### config.mk
export PLATFORM = sky130hd
export DESIGN_NAME = serial_endpoint
export DESIGN_NICKNAME = d
export VERILOG_FILES = /design/src/rtl/serial_endpoint.sv
export SDC_FILE = /design/constraint.sdc
export NUM_CORES = 1
export LEC_CHECK = 0
export BUFFER_PORTS_ARGS = -buffer_cell sky130_fd_sc_hd__buf_4
export CORE_ASPECT_RATIO = 0.8
export CORE_MARGIN = 5
export CORE_UTILIZATION = 30
export DETAILED_ROUTE_END_ITERATION = 7
export GPL_TIMING_DRIVEN = 0
export PLACE_DENSITY = 0.57
export SLEW_MARGIN = 20
export SYNTH_ARGS = -nofsm -noshare
export SYNTH_HDL_FRONTEND = slang
export SYNTH_SLANG_ARGS = --single-unit
### constraint.sdc
create_clock -name clock -period 2.26 [get_ports clock]
set_clock_uncertainty 0.2 [all_clocks]
set_input_delay 0.113 -clock clock [delete_from_list [all_inputs] [get_ports clock]]
set_output_delay 0.113 -clock clock [all_outputs]
set_load 0.01 [all_outputs]
### src/rtl/serial_endpoint.sv
// serial_endpoint: 8N1 UART bridging a processor's serial MMIO port.
// Bytes written by the processor queue in a TX FIFO and are shifted out
// on uart_tx_out. Bytes received on uart_rx_in queue in an RX FIFO that
// the processor drains. Overrun and framing errors are kept as sticky flags.
//
// Handshake: a push or pop happens on a rising edge where the strobe
// (proc_wren_in / proc_rden_in / internal push) is high and the FIFO's
// ready/valid, derived only from the registered occupancy count, is high.
// Strobes on any other edge are ignored. A push into a full FIFO is also
// taken when the same edge pops that FIFO.
module serial_endpoint #(
    parameter int CLKS_PER_BIT = 434,
    parameter int FIFO_DEPTH   = 4
) (
    input  logic       clock,
    input  logic       reset,
    input  logic [7:0] proc_data_in,
    input  logic       proc_wren_in,
    output logic       proc_ready_out,
    output logic [7:0] proc_data_out,
    output logic       proc_valid_out,
    input  logic       proc_rden_in,
    input  logic       uart_rx_in,
    output logic       uart_tx_out,
    output logic       rx_overrun_out,
    output logic       rx_frame_err_out,
    input  logic       clear_err_in,
    output logic [1:0] tx_state,
    output logic [1:0] rx_state
);
    localparam int AW = $clog2(FIFO_DEPTH);
    localparam int CW = AW + 1;
    localparam logic [15:0]   BIT_LAST  = 16'(CLKS_PER_BIT - 1);
    localparam logic [15:0]   HALF_LAST = 16'(CLKS_PER_BIT / 2 - 1);
    localparam logic [CW-1:0] FULL_CNT  = CW'(FIFO_DEPTH);

    typedef enum logic [1:0] {
        S_IDLE  = 2'd0,
        S_START = 2'd1,
        S_DATA  = 2'd2,
        S_STOP  = 2'd3
    } uart_state_e;

    // ---------------- TX FIFO ----------------
    logic [7:0]    tx_mem [FIFO_DEPTH];
    logic [AW-1:0] tx_wr, tx_rd;
    logic [CW-1:0] tx_count;
    logic          tx_push, tx_pop;

    assign proc_ready_out = (tx_count != FULL_CNT);
    assign tx_push        = proc_wren_in && (proc_ready_out || tx_pop);

    // TX FIFO pointers and occupancy
    always_ff @(posedge clock or negedge reset) begin
        if (!reset) begin
            tx_wr    <= '0;
            tx_rd    <= '0;
            tx_count <= '0;
        end else begin
            if (tx_push) tx_wr <= tx_wr + AW'(1);
            if (tx_pop)  tx_rd <= tx_rd + AW'(1);
            case ({tx_push, tx_pop})
                2'b10:   tx_count <= tx_count + CW'(1);
                2'b01:   tx_count <= tx_count - CW'(1);
                default: tx_count <= tx_count;
            endcase
        end
    end

    // TX FIFO storage
    always_ff @(posedge clock) begin
        if (tx_push) tx_mem[tx_wr] <= proc_data_in;
    end

    // ---------------- TX FSM ----------------
    uart_state_e tx_st, tx_nx;
    logic [15:0] tx_cnt;
    logic [2:0]  tx_bit;
    logic [7:0]  tx_shift;
    logic        tx_tick;

    assign tx_tick  = (tx_cnt == BIT_LAST);
    assign tx_state = tx_st;

    // TX next state; the FIFO head is popped on the IDLE->START edge
    always_comb begin
        tx_nx  = tx_st;
        tx_pop = 1'b0;
        case (tx_st)
            S_IDLE: begin
                if (tx_count != '0) begin
                    tx_nx  = S_START;
                    tx_pop = 1'b1;
                end
            end
            S_START: if (tx_tick) tx_nx = S_DATA;
            S_DATA:  if (tx_tick && tx_bit == 3'd7) tx_nx = S_STOP;
            S_STOP:  if (tx_tick) tx_nx = S_IDLE;
            default: tx_nx = S_IDLE;
        endcase
    end

    // TX state register
    always_ff @(posedge clock or negedge reset) begin
        if (!reset) tx_st <= S_IDLE;
        else        tx_st <= tx_nx;
    end

    // TX bit timer, shifter and registered line driver
    always_ff @(posedge clock or negedge reset) begin
        if (!reset) begin
            tx_cnt      <= '0;
            tx_bit      <= '0;
            tx_shift    <= '0;
            uart_tx_out <= 1'b1;
        end else begin
            if (tx_st == S_IDLE || tx_nx != tx_st || tx_tick) tx_cnt <= '0;
            else                                              tx_cnt <= tx_cnt + 16'd1;
            case (tx_st)
                S_IDLE: begin
                    if (tx_pop) begin
                        tx_shift    <= tx_mem[tx_rd];
                        tx_bit      <= '0;
                        uart_tx_out <= 1'b0;
                    end
                end
                S_START: if (tx_tick) uart_tx_out <= tx_shift[0];
                S_DATA: begin
                    if (tx_tick) begin
                        tx_bit      <= tx_bit + 3'd1;
                        tx_shift    <= {1'b0, tx_shift[7:1]};
                        uart_tx_out <= (tx_bit == 3'd7) ? 1'b1 : tx_shift[1];
                    end
                end
                default: uart_tx_out <= 1'b1;
            endcase
        end
    end

    // ---------------- RX path ----------------
    logic rx_meta, rx_sync;

    // Two-flop synchronizer for the asynchronous serial input
    always_ff @(posedge clock or negedge reset) begin
        if (!reset) begin
            rx_meta <= 1'b1;
            rx_sync <= 1'b1;
        end else begin
            rx_meta <= uart_rx_in;
            rx_sync <= rx_meta;
        end
    end

    uart_state_e rx_st, rx_nx;
    logic [15:0] rx_cnt;
    logic [2:0]  rx_bit;
    logic [7:0]  rx_shift;
    logic        rx_hold;
    logic        rx_tick, rx_done;
    logic        rx_push, rx_pop, overrun_evt, frame_evt;

    assign rx_state = rx_st;

    // RX next state; START re-checks the line half a bit in to reject glitches
    always_comb begin
        rx_nx   = rx_st;
        rx_tick = 1'b0;
        rx_done = 1'b0;
        case (rx_st)
            S_IDLE: if (!rx_hold && !rx_sync) rx_nx = S_START;
            S_START: begin
                rx_tick = (rx_cnt == HALF_LAST);
                if (rx_tick) rx_nx = rx_sync ? S_IDLE : S_DATA;
            end
            S_DATA: begin
                rx_tick = (rx_cnt == BIT_LAST);
                if (rx_tick && rx_bit == 3'd7) rx_nx = S_STOP;
            end
            S_STOP: begin
                rx_tick = (rx_cnt == BIT_LAST);
                if (rx_tick) begin
                    rx_nx   = S_IDLE;
                    rx_done = 1'b1;
                end
            end
            default: rx_nx = S_IDLE;
        endcase
    end

    // RX state register
    always_ff @(posedge clock or negedge reset) begin
        if (!reset) rx_st <= S_IDLE;
        else        rx_st <= rx_nx;
    end

    // RX bit timer, shifter, and post-framing-error line-high wait
    always_ff @(posedge clock or negedge reset) begin
        if (!reset) begin
            rx_cnt   <= '0;
            rx_bit   <= '0;
            rx_shift <= '0;
            rx_hold  <= 1'b0;
        end else begin
            if (rx_st == S_IDLE || rx_nx != rx_st || rx_tick) rx_cnt <= '0;
            else                                              rx_cnt <= rx_cnt + 16'd1;
            if (rx_st == S_IDLE) rx_bit <= '0;
            if (rx_st == S_DATA && rx_tick) begin
                rx_bit   <= rx_bit + 3'd1;
                rx_shift <= {rx_sync, rx_shift[7:1]};
            end
            if (frame_evt)                            rx_hold <= 1'b1;
            else if (rx_st == S_IDLE && rx_sync)      rx_hold <= 1'b0;
        end
    end

    // ---------------- RX FIFO ----------------
    logic [7:0]    rx_mem [FIFO_DEPTH];
    logic [AW-1:0] rx_wr, rx_rd;
    logic [CW-1:0] rx_count;

    assign proc_valid_out = (rx_count != '0);
    assign proc_data_out  = proc_valid_out ? rx_mem[rx_rd] : 8'h00;
    assign rx_pop         = proc_rden_in && proc_valid_out;
    assign rx_push        = rx_done && rx_sync && ((rx_count != FULL_CNT) || rx_pop);
    assign overrun_evt    = rx_done && rx_sync && !rx_push;
    assign frame_evt      = rx_done && !rx_sync;

    // RX FIFO pointers and occupancy
    always_ff @(posedge clock or negedge reset) begin
        if (!reset) begin
            rx_wr    <= '0;
            rx_rd    <= '0;
            rx_count <= '0;
        end else begin
            if (rx_push) rx_wr <= rx_wr + AW'(1);
            if (rx_pop)  rx_rd <= rx_rd + AW'(1);
            case ({rx_push, rx_pop})
                2'b10:   rx_count <= rx_count + CW'(1);
                2'b01:   rx_count <= rx_count - CW'(1);
                default: rx_count <= rx_count;
            endcase
        end
    end

    // RX FIFO storage
    always_ff @(posedge clock) begin
        if (rx_push) rx_mem[rx_wr] <= rx_shift;
    end

    // Sticky error flags; a new event wins over a simultaneous clear
    always_ff @(posedge clock or negedge reset) begin
        if (!reset) begin
            rx_overrun_out   <= 1'b0;
            rx_frame_err_out <= 1'b0;
        end else begin
            if (overrun_evt)       rx_overrun_out <= 1'b1;
            else if (clear_err_in) rx_overrun_out <= 1'b0;
            if (frame_evt)         rx_frame_err_out <= 1'b1;
            else if (clear_err_in) rx_frame_err_out <= 1'b0;
        end
    end

endmodule

After elaboration in Yosys (flattened, before gate mapping)
Memory sizes are Yosys's and may differ from the RTL's. Cells that the tools add are included.

Register bits: 78. Bits in latches: 0. Bits in writable memories: 64. ROM bits: 0. Output and inout bits: 17. Logic and storage cells: 133. Memories kept: 2.

Memory list: rx_mem (depth 4, bits a word 8, read ports 1, clocked after memory_dff 0, wr ports 1, line 217) `logic [7:0] rx_mem [FIFO_DEPTH];`; tx_mem (depth 4, bits a word 8, read ports 1, clocked after memory_dff 0, wr ports 1, line 45) `logic [7:0] tx_mem [FIFO_DEPTH];`.

Add/sub/neg operators: 12. Multipliers: 0. Divide/modulo/power cells: 0. Order comparisons: 0. Equality and inequality tests: 22. Shift operators: 0. Multiplexer cells: 43. Bitwise operators: 0. Reduce and logical (&&, ||, !) cells: 34.

Operator list (count): 16-bit by 1-bit adder with 16-bit output, second input constant (2); 16-bit by 9-bit equality test with 1-bit output, second input constant (2); 16-bit 2-to-1 mux (2); 8-bit 2-to-1 mux (3); 2-bit 2-to-1 mux (9); 3-bit one-hot mux with 2 select lines (3); 1-bit 2-to-1 mux (17); 16-bit by 8-bit equality test with 1-bit output, second input constant (1); 2-bit one-hot mux with 4 select lines (2); 8-bit one-hot mux with 2 select lines (1); 2-bit nonzero test (7); 3-bit by 1-bit adder with 3-bit output, second input constant (4); 2-bit equality test, second input constant (6); 3-bit 2-to-1 mux (4); 1-bit logical AND (11); 2-bit by 1-bit adder with 2-bit output, second input constant (4); 2-bit by 1-bit equality test with 1-bit output, second input constant (4); 3-bit equality test, second input constant (2); 1-bit logical OR (6); 2-bit != test, second input constant (3); 3-bit != test, second input constant (2); 3-bit AND reduction (2); 3-bit nonzero test (2); 3-bit by 1-bit subtractor with 3-bit output, second input constant (2); other kinds (6) (10).

Longest topological paths before layout
Word-level depth: 8. Gate-level depth with buffers: 11. Mapped depth without buffers: 10.

Worst setup path after synthesis
No wires, ideal clock.

Kind: reg-to-reg. From: reg rx_cnt[0]. To: reg rx_count[2]. Setup time: 80 ps. Arrival: 2205 ps. Required time: 1980 ps. Slack: -224 ps. Cell stages (with the launch flop): 11. Buffers on the path: 1. Period minus slack after synthesis: 2484 ps. Path through: dfrtp_1 > ha_1 > and4bb_1 > nand3_1 > or3_1 > clkbuf_1 > nand2_1 > fa_1 > o311a_1 > a31oi_1 > xnor2_1.

Word-level cells in the longest chain between the ends: 7. Elaborated cells between the ends (all ways): 9. Classes of those cells: eq/ne: 3; mux: 3; reduce/logical: 3.

Ends and longest elaborated chain: start, declared (line 155) `logic [15:0] rx_cnt;`; start signal, assigned (line 205) `else rx_cnt <= rx_cnt + 16'd1;`; 16-bit by 9-bit equality test with 1-bit output * (line 180) `rx_tick = (rx_cnt == BIT_LAST);`; 1-bit 2-to-1 mux * (line 181) `if (rx_tick) begin`; 1-bit 2-to-1 mux * (line 169) `case (rx_st)`; 1-bit logical AND * (2 in series) (line 224) `assign rx_push = rx_done && rx_sync && ((rx_count != FULL_CNT) || rx_pop);`; 2-bit by 1-bit equality test with 1-bit output or 2-bit equality test (tied branches) (line 237) `case ({rx_push, rx_pop})`; 3-bit one-hot mux with 2 select lines or 2-bit nonzero test (tied branches); end signal, assigned (line 238) `2'b10: rx_count <= rx_count + CW'(1);`; end signal, assigned (line 239) `2'b01: rx_count <= rx_count - CW'(1);`; end signal, assigned (line 240) `default: rx_count <= rx_count;`; end, declared (line 219) `logic [CW-1:0] rx_count;`.

Mark *: on every way between the ends. The rest lies on a longest branch, timed or not. A chain may end at the register's enable or synchronous reset.

Worst setup path after layout
From: reg rx_cnt[1]. To: reg rx_shift[4].

Word-level cells in the longest chain between the ends: 3. Elaborated cells between the ends (all ways): 4. Classes of those cells: eq/ne: 2; mux: 1; reduce/logical: 1.

Ends and longest elaborated chain: 16-bit by 9-bit equality test with 1-bit output or 16-bit by 8-bit equality test with 1-bit output (tied branches) (line 176, 180, 172); 1-bit one-hot mux with 2 select lines * (line 169); 1-bit logical AND * (line 207) `if (rx_st == S_DATA && rx_tick) begin`; end signal, assigned (line 209) `rx_shift <= {rx_sync, rx_shift[7:1]};`; end, declared (line 157) `logic [7:0] rx_shift;`.

Marked as above.

==> results by group <==
Floorplanning
  • Die span in y: about 140 um
  • Total die area: about 24,000 um^2
  • Starting Density: 30.70%
  • I/O Pins: 31
  • FP Rows: 47
  • Die Wd: around 170 um
  • Core ar.: around 21,000 um^2

Synth
  • Synth Area in Simple Gates: approximately 14%
  • Sequential fraction of the synthesis area: between 60 and 70%
  • Top-count cell post-synth: dfrtp_1
  • Top cell type's share of synthesized area: a little under a third
  • Syn Area/Cell: between 10 and 15 um^2
  • Combinational family with the most area after synthesis: simple AND/OR/NAND/NOR gates
  • Compound-Gate Fraction of Synth Area: 4.150%
  • Post-Syn Nets: roughly 520
  • Post-Synth XOR/XNOR Area: about 5.5%
  • Async SR Flop Fraction: 54.93%
  • Most common library cells after synthesis: 75 x dfrtp_1, 64 x edfxtp_1, 46 x nor2_1
  • Post-Syn Instances: about 490
  • Post-Synth Adder-Cell Area: under 10%
  • Yosys Warn Count: 0
  • Post-synth EDFFs: 64
  • Cell area after synthesis: 6391 um^2
  • Seq cells post-synth: ~140
  • Post-synthesis mux area share: under 10%
  • Cell variety after synth: 55
  • Synth Flop Type: dfrtp_1
  • Dominant cells by area after synthesis: edfxtp_1 30%, dfrtp_1 29%, mux4_2 5.6%, ha_1 3.5%, xor2_1 3.3%
  • Area leader, netlist: edfxtp_1

Clock network
  • H-tree lvl count: 4
  • Clk slew on worst S/H paths: roughly 70 ps
  • Inserted Clock Buffers: 17
  • Skew-Pair Late Insertion Delay: approximately 420 ps
  • CTS tree: done
  • Clk root buf: clkbuf_16
  • Clk sink count: between 100 and 150
  • CTS Buffer Depth: 2

Min path
  • HP Class: in2async

Finish
  • P&R area growth vs syn: 26.94%
  • Post-Layout Inst Area: between 8000 and 9000 um^2
  • Share of cells above drive strength 1: between 20% and 30%
  • Layout Nets: around 600
  • Antenna fix cells: 0

Critical path
  • WP data required: 2360 ps
  • Critical Path Max Stage Delay: slightly above 400 ps
  • Critical Path AT: roughly 2400 ps
  • CP max-delay cell: or4_4
  • Worst setup SP type: flip-flop
  • Crit path top cell by count: buf_6
  • WS Path Type: reg2reg
  • Worst-path cell chain: inv_2, ha_4, and4bb_1, nand3_4, buf_6, or4_4, buf_6, mux2_4
  • CP max FO: 8
  • CP endpoint kind: flip-flop

Timing
  • RSZ-0062 raised after global routing: true
  • Setup ws final: -53.54 ps
  • Endpoints failing setup: 28
  • Tmin final: about 2300 ps
  • Relative slew slack: between 40% and 50%
  • Worst-Margin Slew: between 700 and 800 ps
  • Endpoints failing hold: 0
  • Slew Viols, Final: 0
  • Setup TNS Final: -443.5 ps
  • Final period utilization: 102.4%
  • Max Freq: 0.4322 GHz

Global routing
  • Initial antenna violation count: 0
  • GR Overflow Total: 0
  • Global router's overall resource usage: between 10% and 20%
  • Pin count of the biggest net entering global routing: 79
  • First-pass GRT wire length: approximately 21,000 um
  • Vias in the first global route: about 4,300

Placement
  • RePlAce Congestion: 0.7541
  • IO Port Bufs: 30
  • Half-perimeter wire length after placement: 7953 um
  • Dpl cell area: 6970 um^2

Routing
  • Detailed Routing Iterations Pass 1: 5
  • Via Count: 3,986
  • Routed len/inst: around 14 um
  • 1st-iter DRT viols: 264
  • Detailed Route WL: around 12,000 um
  • Via/cell ratio: approximately 4.6
  • Antenna-violating nets left: 0
  • # DRC: 0

Run status
  • Status: complete, but fails checks
  • Failing checks: negative setup slack

Power
  • Pleak: 3.431 nW
  • Worst ir drop on vdd: ~530 uV
  • Pwr/cell area: around 940 nW/um^2

Run
  • # Max-Cap Violations: 0
==> per-stage QoR <==
stage	worst slack, ps	utilization, %	instances	total power [mW]	hold slack [ps]
finish	-53.54	38.97	858	7.650	69.53
global route	-110.0	38.97	858	8.079	158.5
CTS	-47.78	38.19	849	7.641	135.8
detailed placement	-405.6	33.48	786	4.775	34.55
global placement	-315.8	33.48	786	4.694	33.17
floorplan	-51.02	-	487	4.353	-382.6
==> cells by family (layout without fill, tap and decap cells) <==
family / after synthesis / count (layout)
AO/OA/AOI/OAI: 41 / 41
XOR/XNOR: 40 / 40
adder cells (fa/ha/maj): 20 / 20
buffers and inverters: 43 / 145
flip-flops: 142 / 142
multiplexers: 32 / 32
AND/OR/NAND/NOR: 169 / 169
==> report_power, final <==
| group | switching, mW | total, mW | internal [mW] |
|---|---|---|---|
| sequential | 0.313 | 3.38 | 3.07 |
| combinational | 0.743 | 1.48 | 0.734 |
| clock | 1.21 | 2.79 | 1.58 |
| total | 2.27 | 7.65 | 5.38 |
==> area by class of cell <==
| cell class | count | area [um^2] |
|---|---|---|
| Clock buffer | 17 | 425.4 |
| Buffer | 12 | 76.32 |
| Inverter | 26 | 97.59 |
| Clock inverter | 15 | 171.4 |
| Multi-Input combinational cell | 302 | 2502 |
| Tap cell | 269 | 336.6 |
| Timing Repair Buffer | 75 | 618.1 |
| Sequential cell | 142 | 3885 |
| Fill cell | 1970 | 12700 |
==> worst max-delay path, delay by kind of cell, from the launching register on <==
family,cells,cell delay [ps]
simple gates,3,790
buf+inv,3,400
flops,1,390
mux,1,300
fa+ha+maj,1,110
==> flip-flops by register name, summed over array words and instances, names as in the netlist, 3 cells and up <==
register  flops
tx_shift      8
rx_bit        3
rx_cnt       16
rx_count      3
tx_cnt       16
tx_mem       32
rx_mem       32
tx_count      3
tx_bit        3
rx_shift      8
==> cells in the final DEF (no fill, tap or decap), drive strengths merged, types with 11 or more instances in the layout <==
cell         instances
ha                  18
nand3               17
dlygate4sd3         13
nor2                46
edfxtp              64
dfrtp               75
xor2                24
mux4                16
inv                 35
and2                20
o21ai               12
clkbuf              24
xnor2               16
buf                 67
nand2               37
a21oi               11
==> what timing repair did <==
item	CTS	global route
setup endpoints to repair	90	74
gates cloned	0	1
setup buffers	23	8
hold buffers	13	0
endpoints found under the hold margin	113	0
resized for setup	34	23
pin swaps	15	15
==> layer usage <==
metal	wire, um	share of wire [%]	global-route usage, %	up-vias
met5	0	0	0	-
met4	88	0.71	3.904	0
met3	502	4.0	3.233	8
met2	5904	48	16.98	79
met1	5904	48	13.95	1978
li1	-	-	-	1921
==> path summary, 6_finish.rpt <==
check | from | to | slack, ps | cells after the start
setup / recovery | rx_cnt[1] | rx_shift[4] | -50 | 8
hold / removal | reset | tx_wr[0] | 70 | 2
setup reg to reg | rx_cnt[1] | rx_shift[4] | -50 | 8
hold reg to reg | rx_meta | rx_sync | 170 | 0
max in group asynchronous | reset | rx_rd[0] | 1140 | 2
min in group clock | uart_rx_in | rx_meta | 150 | 2
Note: power is estimated with default switching activity, not from simulation.
